==> config.mk <==
export PLATFORM = sky130hd
export DESIGN_NAME = fft_cmul_sched
export DESIGN_NICKNAME = d
export VERILOG_FILES = /design/src/rtl/fft_cmul_sched.sv
export SDC_FILE = /design/constraint.sdc
export NUM_CORES = 1
export LEC_CHECK = 0
export ABC_AREA = 1
export CAP_MARGIN = 20
export CORE_MARGIN = 8
export CORE_UTILIZATION = 55
export CTS_CLUSTER_SIZE = 24
export DETAILED_ROUTE_END_ITERATION = 10
export PLACE_DENSITY = 0.79
export REMOVE_ABC_BUFFERS = 1
export SLEW_MARGIN = 20
export SYNTH_ARGS = -nofsm -noshare
export SYNTH_HDL_FRONTEND = slang
export SYNTH_SLANG_ARGS = --single-unit
==> constraint.sdc <==
create_clock -name clk_i -period 11.6 [get_ports clk_i]
set_input_delay 2.32 -clock clk_i [delete_from_list [all_inputs] [get_ports clk_i]]
set_output_delay 2.32 -clock clk_i [all_outputs]
set_load 0.05 [all_outputs]
==> src/rtl/fft_cmul_sched.sv <==
// fft_cmul_sched: Karatsuba complex multiply z = x*w for an FFT twiddle stage.
// A single real multiplier is time-shared over three cycles (P0..P2); a
// valid/ready handshake on both sides lets an SDF stage or twiddle-ROM front
// end drive it. One result per 4 cycles when streaming.
//
// Ports:
//   clk_i, rst_n_i              clock, asynchronous active-low reset
//   in_valid_i / in_ready_o     operand handshake (x, w, ctr accepted together)
//   ctr_i                       sample counter/tag travelling with the operands
//   x_re_i, x_im_i              signed data sample, DW bits
//   w_re_i, w_im_i              signed twiddle, Q1.(TWIDDLE_WIDTH-1)
//   out_valid_o / out_ready_i   result handshake
//   ctr_o                       tag of the result on z
//   z_re_o, z_im_o              signed product scaled by 2^-(TWIDDLE_WIDTH-1)
//
// Build option: define FFT_CMUL_ROUND_EN for round-half-up with positive
// saturation; otherwise the result is truncated (floor).
module fft_cmul_sched #(
  parameter int unsigned DW            = 25,
  parameter int unsigned TWIDDLE_WIDTH = 10,
  parameter int unsigned NLOG2         = 10
) (
  input  logic                     clk_i,
  input  logic                     rst_n_i,
  input  logic                     in_valid_i,
  output logic                     in_ready_o,
  input  logic [NLOG2-1:0]         ctr_i,
  input  logic [DW-1:0]            x_re_i,
  input  logic [DW-1:0]            x_im_i,
  input  logic [TWIDDLE_WIDTH-1:0] w_re_i,
  input  logic [TWIDDLE_WIDTH-1:0] w_im_i,
  output logic                     out_valid_o,
  input  logic                     out_ready_i,
  output logic [NLOG2-1:0]         ctr_o,
  output logic [DW-1:0]            z_re_o,
  output logic [DW-1:0]            z_im_o
);

  localparam int unsigned TW  = TWIDDLE_WIDTH;
  localparam int unsigned PW  = DW + TW;      // product / accumulator width
  localparam int unsigned PFW = DW + TW + 2;  // full multiplier result width

  typedef enum logic [2:0] {StIdle, StP0, StP1, StP2, StHold} state_e;

  state_e            state_q, state_d;
  logic [DW-1:0]     x_re_q, x_re_d, x_im_q, x_im_d;
  logic [TW-1:0]     w_re_q, w_re_d, w_im_q, w_im_d;
  logic [NLOG2-1:0]  ctr_q, ctr_d, ctr_out_q, ctr_out_d;
  logic [PW-1:0]     f_q, f_d, r_q, r_d;
  logic [DW-1:0]     z_re_q, z_re_d, z_im_q, z_im_d;
  logic              out_valid_q, out_valid_d;

  logic              accept;
  logic [DW:0]       mul_a;   // data-side operand (one bit of growth)
  logic [TW:0]       mul_b;   // twiddle-side operand (one bit of growth)
  logic [PFW-1:0]    mul_a_ext, mul_b_ext, prod_full;
  logic [PW-1:0]     prod, i_d;
  logic [DW-1:0]     z_re_scaled, z_im_scaled;

  assign in_ready_o = (state_q == StIdle) | ((state_q == StHold) & out_ready_i);
  assign accept     = in_valid_i & in_ready_o;

  // Operand mux in front of the one shared multiplier.
  always_comb begin
    mul_a = '0;
    mul_b = '0;
    unique case (state_q)
      StP0: begin
        mul_a = {x_re_q[DW-1], x_re_q} - {x_im_q[DW-1], x_im_q};
        mul_b = {w_re_q[TW-1], w_re_q};
      end
      StP1: begin
        mul_a = {x_im_q[DW-1], x_im_q};
        mul_b = {w_re_q[TW-1], w_re_q} - {w_im_q[TW-1], w_im_q};
      end
      StP2: begin
        mul_a = {x_re_q[DW-1], x_re_q};
        mul_b = {w_re_q[TW-1], w_re_q} + {w_im_q[TW-1], w_im_q};
      end
      default: ;
    endcase
  end

  assign mul_a_ext = {{(TW + 1){mul_a[DW]}}, mul_a};
  assign mul_b_ext = {{(DW + 1){mul_b[TW]}}, mul_b};
  assign prod_full = $signed(mul_a_ext) * $signed(mul_b_ext);
  assign prod      = prod_full[PW-1:0];
  assign i_d       = prod - f_q;

`ifdef FFT_CMUL_ROUND_EN
  localparam logic [PW:0]   RoundInc = {{(PW - TW + 2){1'b0}}, 1'b1, {(TW - 2){1'b0}}};
  localparam logic [DW+1:0] ZMax     = {3'b000, {(DW - 1){1'b1}}};

  logic [PW:0]   rnd_re, rnd_im;
  logic [DW+1:0] top_re, top_im;
  logic          unused_bits;

  assign rnd_re = {r_q[PW-1], r_q} + RoundInc;
  assign rnd_im = {i_d[PW-1], i_d} + RoundInc;
  assign top_re = rnd_re[PW:TW-1];
  assign top_im = rnd_im[PW:TW-1];
  // Rounding only adds, so only the positive rail can be crossed.
  assign z_re_scaled = ($signed(top_re) > $signed(ZMax)) ? ZMax[DW-1:0] : top_re[DW-1:0];
  assign z_im_scaled = ($signed(top_im) > $signed(ZMax)) ? ZMax[DW-1:0] : top_im[DW-1:0];
  assign unused_bits = ^{rnd_re[TW-2:0], rnd_im[TW-2:0], prod_full[PFW-1:PW]};
`else
  logic unused_bits;

  assign z_re_scaled = r_q[PW-2:TW-1];
  assign z_im_scaled = i_d[PW-2:TW-1];
  assign unused_bits = ^{r_q[PW-1], r_q[TW-2:0], i_d[PW-1], i_d[TW-2:0],
                         prod_full[PFW-1:PW]};
`endif

  always_comb begin
    state_d     = state_q;
    x_re_d      = x_re_q;
    x_im_d      = x_im_q;
    w_re_d      = w_re_q;
    w_im_d      = w_im_q;
    ctr_d       = ctr_q;
    f_d         = f_q;
    r_d         = r_q;
    z_re_d      = z_re_q;
    z_im_d      = z_im_q;
    ctr_out_d   = ctr_out_q;
    out_valid_d = out_valid_q;

    if (accept) begin
      x_re_d = x_re_i;
      x_im_d = x_im_i;
      w_re_d = w_re_i;
      w_im_d = w_im_i;
      ctr_d  = ctr_i;
    end

    unique case (state_q)
      StIdle: begin
        if (accept) state_d = StP0;
      end
      StP0: begin
        f_d     = prod;
        state_d = StP1;
      end
      StP1: begin
        r_d     = prod + f_q;
        state_d = StP2;
      end
      StP2: begin
        z_re_d      = z_re_scaled;
        z_im_d      = z_im_scaled;
        ctr_out_d   = ctr_q;
        out_valid_d = 1'b1;
        state_d     = StHold;
      end
      StHold: begin
        if (out_ready_i) begin
          out_valid_d = 1'b0;
          state_d     = accept ? StP0 : StIdle;
        end
      end
      default: begin
        out_valid_d = 1'b0;
        state_d     = StIdle;
      end
    endcase
  end

  always_ff @(posedge clk_i or negedge rst_n_i) begin
    if (!rst_n_i) begin
      state_q     <= StIdle;
      x_re_q      <= '0;
      x_im_q      <= '0;
      w_re_q      <= '0;
      w_im_q      <= '0;
      ctr_q       <= '0;
      f_q         <= '0;
      r_q         <= '0;
      z_re_q      <= '0;
      z_im_q      <= '0;
      ctr_out_q   <= '0;
      out_valid_q <= 1'b0;
    end else begin
      state_q     <= state_d;
      x_re_q      <= x_re_d;
      x_im_q      <= x_im_d;
      w_re_q      <= w_re_d;
      w_im_q      <= w_im_d;
      ctr_q       <= ctr_d;
      f_q         <= f_d;
      r_q         <= r_d;
      z_re_q      <= z_re_d;
      z_im_q      <= z_im_d;
      ctr_out_q   <= ctr_out_d;
      out_valid_q <= out_valid_d;
    end
  end

  assign out_valid_o = out_valid_q;
  assign z_re_o      = z_re_q;
  assign z_im_o      = z_im_q;
  assign ctr_o       = ctr_out_q;

endmodule
* After elaboration in Yosys (flattened, before gate mapping) *
Cells that the tools add are included.

storage, ports and cells
  register bits after elaboration = 212
  latch bits = 0
  RAM bits = 0
  memory bits (read-only) = 0
  bits of input ports = 84
  output and inout port bits = 62
  word-level logic and storage cells = 40
  memories kept = 0

operators by class
  add/sub/neg operators = 5
  multipliers = 1
  div/mod/pow operators = 0
  magnitude comparators = 0
  equal/unequal tests = 6
  shift operators = 0
  mux-type cells = 8
  bitwise logic cells = 4
  reductions and logical operators = 4

operators by type and width
  kind                                           count
  one-hot mux 26 bit (3 select lines)            1
  adder 34 bit                                   1
  multiplier 26 x 11 -> 34 bit                   1
  subtractor 34 bit                              1
  one-hot mux 11 bit (3 select lines)            1
  subtractor 25 x 25 -> 26 bit                   1
  one-hot mux 3 bit (5 select lines)             1
  adder 10 x 10 -> 11 bit                        1
  subtractor 10 x 10 -> 11 bit                   1
  == test 3 x 2 -> 1 bit, second input constant  2
  two-way mux 3 bit                              2
  inequality test 2 bit, second input constant   2
  AND reduction 2 bit                            2
  == test 3 x 1 -> 1 bit, second input constant  1
  == test 3 bit, second input constant           1
  zero test 3 bit                                1
  one-hot mux 1 bit (3 select lines)             1
  OR reduction 3 bit                             1
  AND 1 bit                                      2
  two-way mux 1 bit                              2
  inverter 1 bit                                 1
  OR 1 bit                                       1

* Longest topological paths before layout *
  word-level depth = 7
  gate-level depth with buffers = 58
  mapped depth without buffers = 53

* Worst setup path after synthesis *
No wires, ideal clock.

  path kind = reg2reg
  start point = reg state_q[2]
  end point = reg r_q[33]
  library setup time = 0.118 ns
  data arrival time = 9.173 ns
  data required time = 11.482 ns
  slack = 2.309 ns
  stages on the path, launching flop included = 56
  buffers on the path = 6
  clock period less this slack = 9.291 ns
  cells stage by stage = dfrtp_1 inv_2 nand2_2 nor2_2 clkbuf_1 clkbuf_1 buf_1 a21oi_1 xor2_1 ha_1 nand2_1 nor2_1 nand3_1 nand3_1 nand3_1 nand3_1 nand2_1 buf_2 [20 not listed] nand2_1 nand2_1 nand2_1 nand3_1 nand2_1 xor2_1 ha_1 clkbuf_1 nor4_1 nand2_1 nor3_1 nand2_1 o2111ai_1 a31oi_1 inv_1 nand3_1 nand3_1 nand2_1

between the ends
  cells in the longest elaborated chain, start to end = 4
  elaborated cells on any way between the ends = 7
  those cells by class = add/sub: 1; mul: 1; eq/ne: 3; mux: 2

ends and longest elaborated chain
  element                                                                                            line  text
  start, declared                                                                                    45    state_e state_q, state_d;
  start signal, assigned                                                                             171   state_q <= StIdle;
  start signal, assigned                                                                             184   state_q <= state_d;
  == test 3 x 2 -> 1 bit / == test 3 x 1 -> 1 bit (equally long branches)                            67    unique case (state_q)
  one-hot mux 26 bit (3 select lines) / one-hot mux 11 bit (3 select lines) (equally long branches)  67
  multiplier 26 x 11 -> 34 bit *                                                                     86    assign prod_full = $signed(mul_a_ext) * $signed(mul_b_ext);
  named net prod_full[31]                                                                            56    logic [PFW-1:0] mul_a_ext, mul_b_ext, prod_full;
  adder 34 bit *                                                                                     146   r_d = prod + f_q;
  end signal, assigned                                                                               191   r_q <= r_d;
  end, declared                                                                                      49    logic [PW-1:0] f_q, f_d, r_q, r_d;

Mark *: on every way through the listed nets, which the timed path passes. The rest lies on a longest branch.
A chain may end at the register's enable or synchronous reset.

* Final worst setup path *
  start point = reg state_q[2]
  end point = reg z_im_q[18] (netlist: z_im_o[18])

between the ends
  cells in the longest elaborated chain, start to end = 4
  elaborated cells on any way between the ends = 7
  those cells by class = add/sub: 1; mul: 1; eq/ne: 3; mux: 2

ends and longest elaborated chain
  element                                                                                            line  text
  == test 3 x 2 -> 1 bit / == test 3 x 1 -> 1 bit (equally long branches)                            67
  one-hot mux 26 bit (3 select lines) / one-hot mux 11 bit (3 select lines) (equally long branches)  67
  multiplier 26 x 11 -> 34 bit *                                                                     86
  named net prod_full[18]                                                                            56
  subtractor 34 bit *                                                                                88    assign i_d = prod - f_q;
  end signal, assigned                                                                               193   z_im_q <= z_im_d;
  end, declared                                                                                      50    logic [DW-1:0] z_re_q, z_re_d, z_im_q, z_im_d;

Marked as above.

==> summary.md <==
| Metric | Value |
|---|---|
| Drc violations | 0 |
| CP endpoint kind | register |
| Slowest cell on crit path | fa_1 |
| Placed cell count | 3654 |
| Antenna violations before repair | 0 |
| GP Congestion | 0.965 |
| Clock Pin Slew Worst Setup and Hold Paths | 0.06 ns |
| Synth area leader | dfrtp_1 |
| WP data arrival | 10.98 ns |
| RR Endpoint | z_im_o[18] |
| Vias in the first global route | 20500 |
| Skew final | 0.00892 ns |
| # port buffers | 145 |
| Pin count of the biggest net entering global routing | 98 |
| Post-synthesis mux area share | 1.43% |
| Commonest cells in the netlist | 648 x nand2_1, 607 x inv_1, 326 x nor2_1 |
| Core ar. | 0.0410 mm² |
| Post-route minimum period | 10.60 ns |
| #FFs+latches synth | 203 |
| Most frequent cell after synthesis | nand2_1 |
| Register area share after synthesis | 22.2% |
| CTS resizes | 0 |
| Vias | 19900 |
| Worst Path Required | 11.98 ns |
| Worst hold path stage count | 2 |
| Starting density of the core | 55.8% |
| ANT cells | 0 |
| Xor/xnor share of the synthesized area | 2.79% |
| Outcome | complete, no violations |
| Simple-Gate Fraction of Synth Area | 20.2% |
| R2R setup slack | 1.0 ns |
| Post-synth top area share | 22.2% |
| CTS Sinks | 203 |
| IO Pins | 146 |
| Grt ovf | 0 |
| Hold Path Sink | z_re_o[21] |
| Worst skew pair latency | 0.54 ns |
| Hold Path Origin | r_q[30] |
| CTS tree | yes |
| Syn Area/Cell | 7.50 µm² |
| Complex-gate fraction of the synthesized area | 11.6% |
| Detail-routed via count per cell | 5.38 |
| Yosys cell types | 51 |
| Post-DP HPWL | 51800 µm |
| Worst slew margin | 23.8% |
| Slew Limit Fails | 0 |
| Overall Global Routing Usage | 26.5% |
| Largest family of logic cells by synthesized area | adder cells |
| Register area | 0.00508 mm² |
| Max-cap violations | 0 |
| Post CTS Setup Buffer Count | 0 |
| Fin crit share | 91.4% |
| Layout area overhead | 12.3% |
| First-pass GRT wire length | 104000 µm |
| DR WL/cell | 17.3 µm |
| Final hold vios | 0 |
| Setup TNS | 0 ns |
| Number of synthesized flops with an enable pin | 0 |
| Fmax | 94.3 MHz |
| Multi-input logic area | 0.0152 mm² |
| Cts bufs inserted | 24 |
| Syn. warnings | 0 |
| Chip height | 220 µm |
| Cell Area, Synth | 0.0229 mm² |
| Post-layout net count | 3647 |
| Post-synth top flop | dfrtp_1 |
| Async S/R FF share, synth | 100% |
| Pin slew with the least headroom to its limit | 1.14 ns |
| RSZ-0062 raised after global routing | no |
| CP peak stage delay | 0.52 ns |
| Chip Width | 220 µm |
| Post-synthesis instance total | 3052 |
| Reg-to-reg startpoint | state_q[2] |
| Ranking of synthesized cells by area | dfrtp_1 22%, fa_1 21%, nand2_1 11% |
| DRT Pass-1 Iters | 5 |
| Setup CP Type | reg -> reg |
| Share of post-route cells with drive strength above 1 | 3.85% |
| Core Rows | 74 |
| Fillers | 3662 |
| Synth Area in Adders | 30.3% |
| Antenna viol nets, final | 0 |
| Initial DRC count | 1166 |
| CTS max path bufs | 3 |
| Hold Path Class | reg -> reg |
| WP buf/inv | 9 |
| Worst-path maximum fanout | 15 |
| Final setup viols | 0 |
| Kind of cell adding the most delay to the critical path | adder cells |
| CTS H-tree lvls | 1 |
| Routed wire length | 64200 µm |
| Fin cells | 3700 |
| Die ar. | 0.0484 mm² |
| R2R cell count | 46 |
| CTS root buf | clkbuf_16 |
| Hold Buf Count CTS | 0 |
| CP startpoint kind | register |
| Setup crit start | state_q[2] |
through the flow:
stage	cell area (µm²)	hold WS (ns)	util [%]	setup WS, ns
global route	25700	0.494	62.7	0.177
detailed placement	24800	0.460	60.5	1.00
finish	25700	0.471	62.7	0.997
floorplan	22600	0.442	-	1.54
CTS	25700	0.476	62.7	0.990
global placement	24800	0.452	60.5	1.15
cells by family after synthesis:
| kind of cell | Yosys count |
|---|---|
| adders and majority gates | 413 |
| DFF | 203 |
| and+or+nand+nor | 1149 |
| AOI/OAI and AO/OA | 482 |
| muxes | 29 |
| xor gates and xnor gates | 73 |
| buffers and inverters | 703 |
flip-flops by register name (all words and copies together), names as in the netlist:
signal / flops
x_im_q: 25
x_re_q: 25
ctr_q: 10
out_valid_o: 1
f_q: 34
w_re_q: 10
r_q: 25
z_im_o: 25
z_re_o: 25
w_im_q: 10
state_q: 3
ctr_o: 10
layout by cell type, fill, tap and decap left out, types with 25 or more instances in the layout:
master / instances
nand2_1: 647
a21oi_1: 210
nand3_1: 110
nor2_1: 325
o21ai_0: 169
inv_1: 606
clkbuf_16: 25
a31oi_1: 27
ha_1: 176
fa_1: 237
dfrtp_1: 203
xor2_1: 55
clkdlybuf4s50_1: 144
mux2_2: 29
metal layers:
layer  vias up  part of all wire [%]  GRT usage, %
li1       9638                     -             -
met1      9642                    43          33.1
met2       512                    50          48.0
met3       100                   4.5          3.04
met4         0                   2.9          7.61
met5         -                     0             0
worst reg2reg max path: cells and delay by family, from the launching register on:
| family | cells | cell delay, ns |
|---|---|---|
| xor gates and xnor gates | 3 | 0.50 |
| and+or+nand+nor | 16 | 2.64 |
| DFF | 1 | 0.45 |
| adders and majority gates | 8 | 3.62 |
| buffers and inverters | 9 | 1.12 |
| AOI/OAI and AO/OA | 10 | 2.09 |
how the worst max path moves through the flow:
| stage | endpoint | slack, ns | depth (start not counted) |
|---|---|---|---|
| after global placement | z_im_o[22] | 1.15 | 46 |
| after detailed placement | z_im_o[22] | 1.00 | 46 |
| after floorplan | r_q[33] | 1.54 | 52 |
| after CTS | z_im_o[22] | 0.99 | 46 |
| final | z_im_o[18] | 1.0 | 46 |
| after global routing | z_im_o[22] | 0.18 | 46 |
area by class of cell:
cell class,instances,area share [%]
Clock inverter,10,0.735
Multi-Input combinational cell,2147,59.1
Tap cell,532,2.59
Inverter,611,8.92
Clock buffer,34,2.68
Sequential cell,203,19.8
Timing Repair Buffer,163,6.18
Power is not shown: default switching activity piles up to over one toggle a cycle in this logic, so the estimate is an artifact.
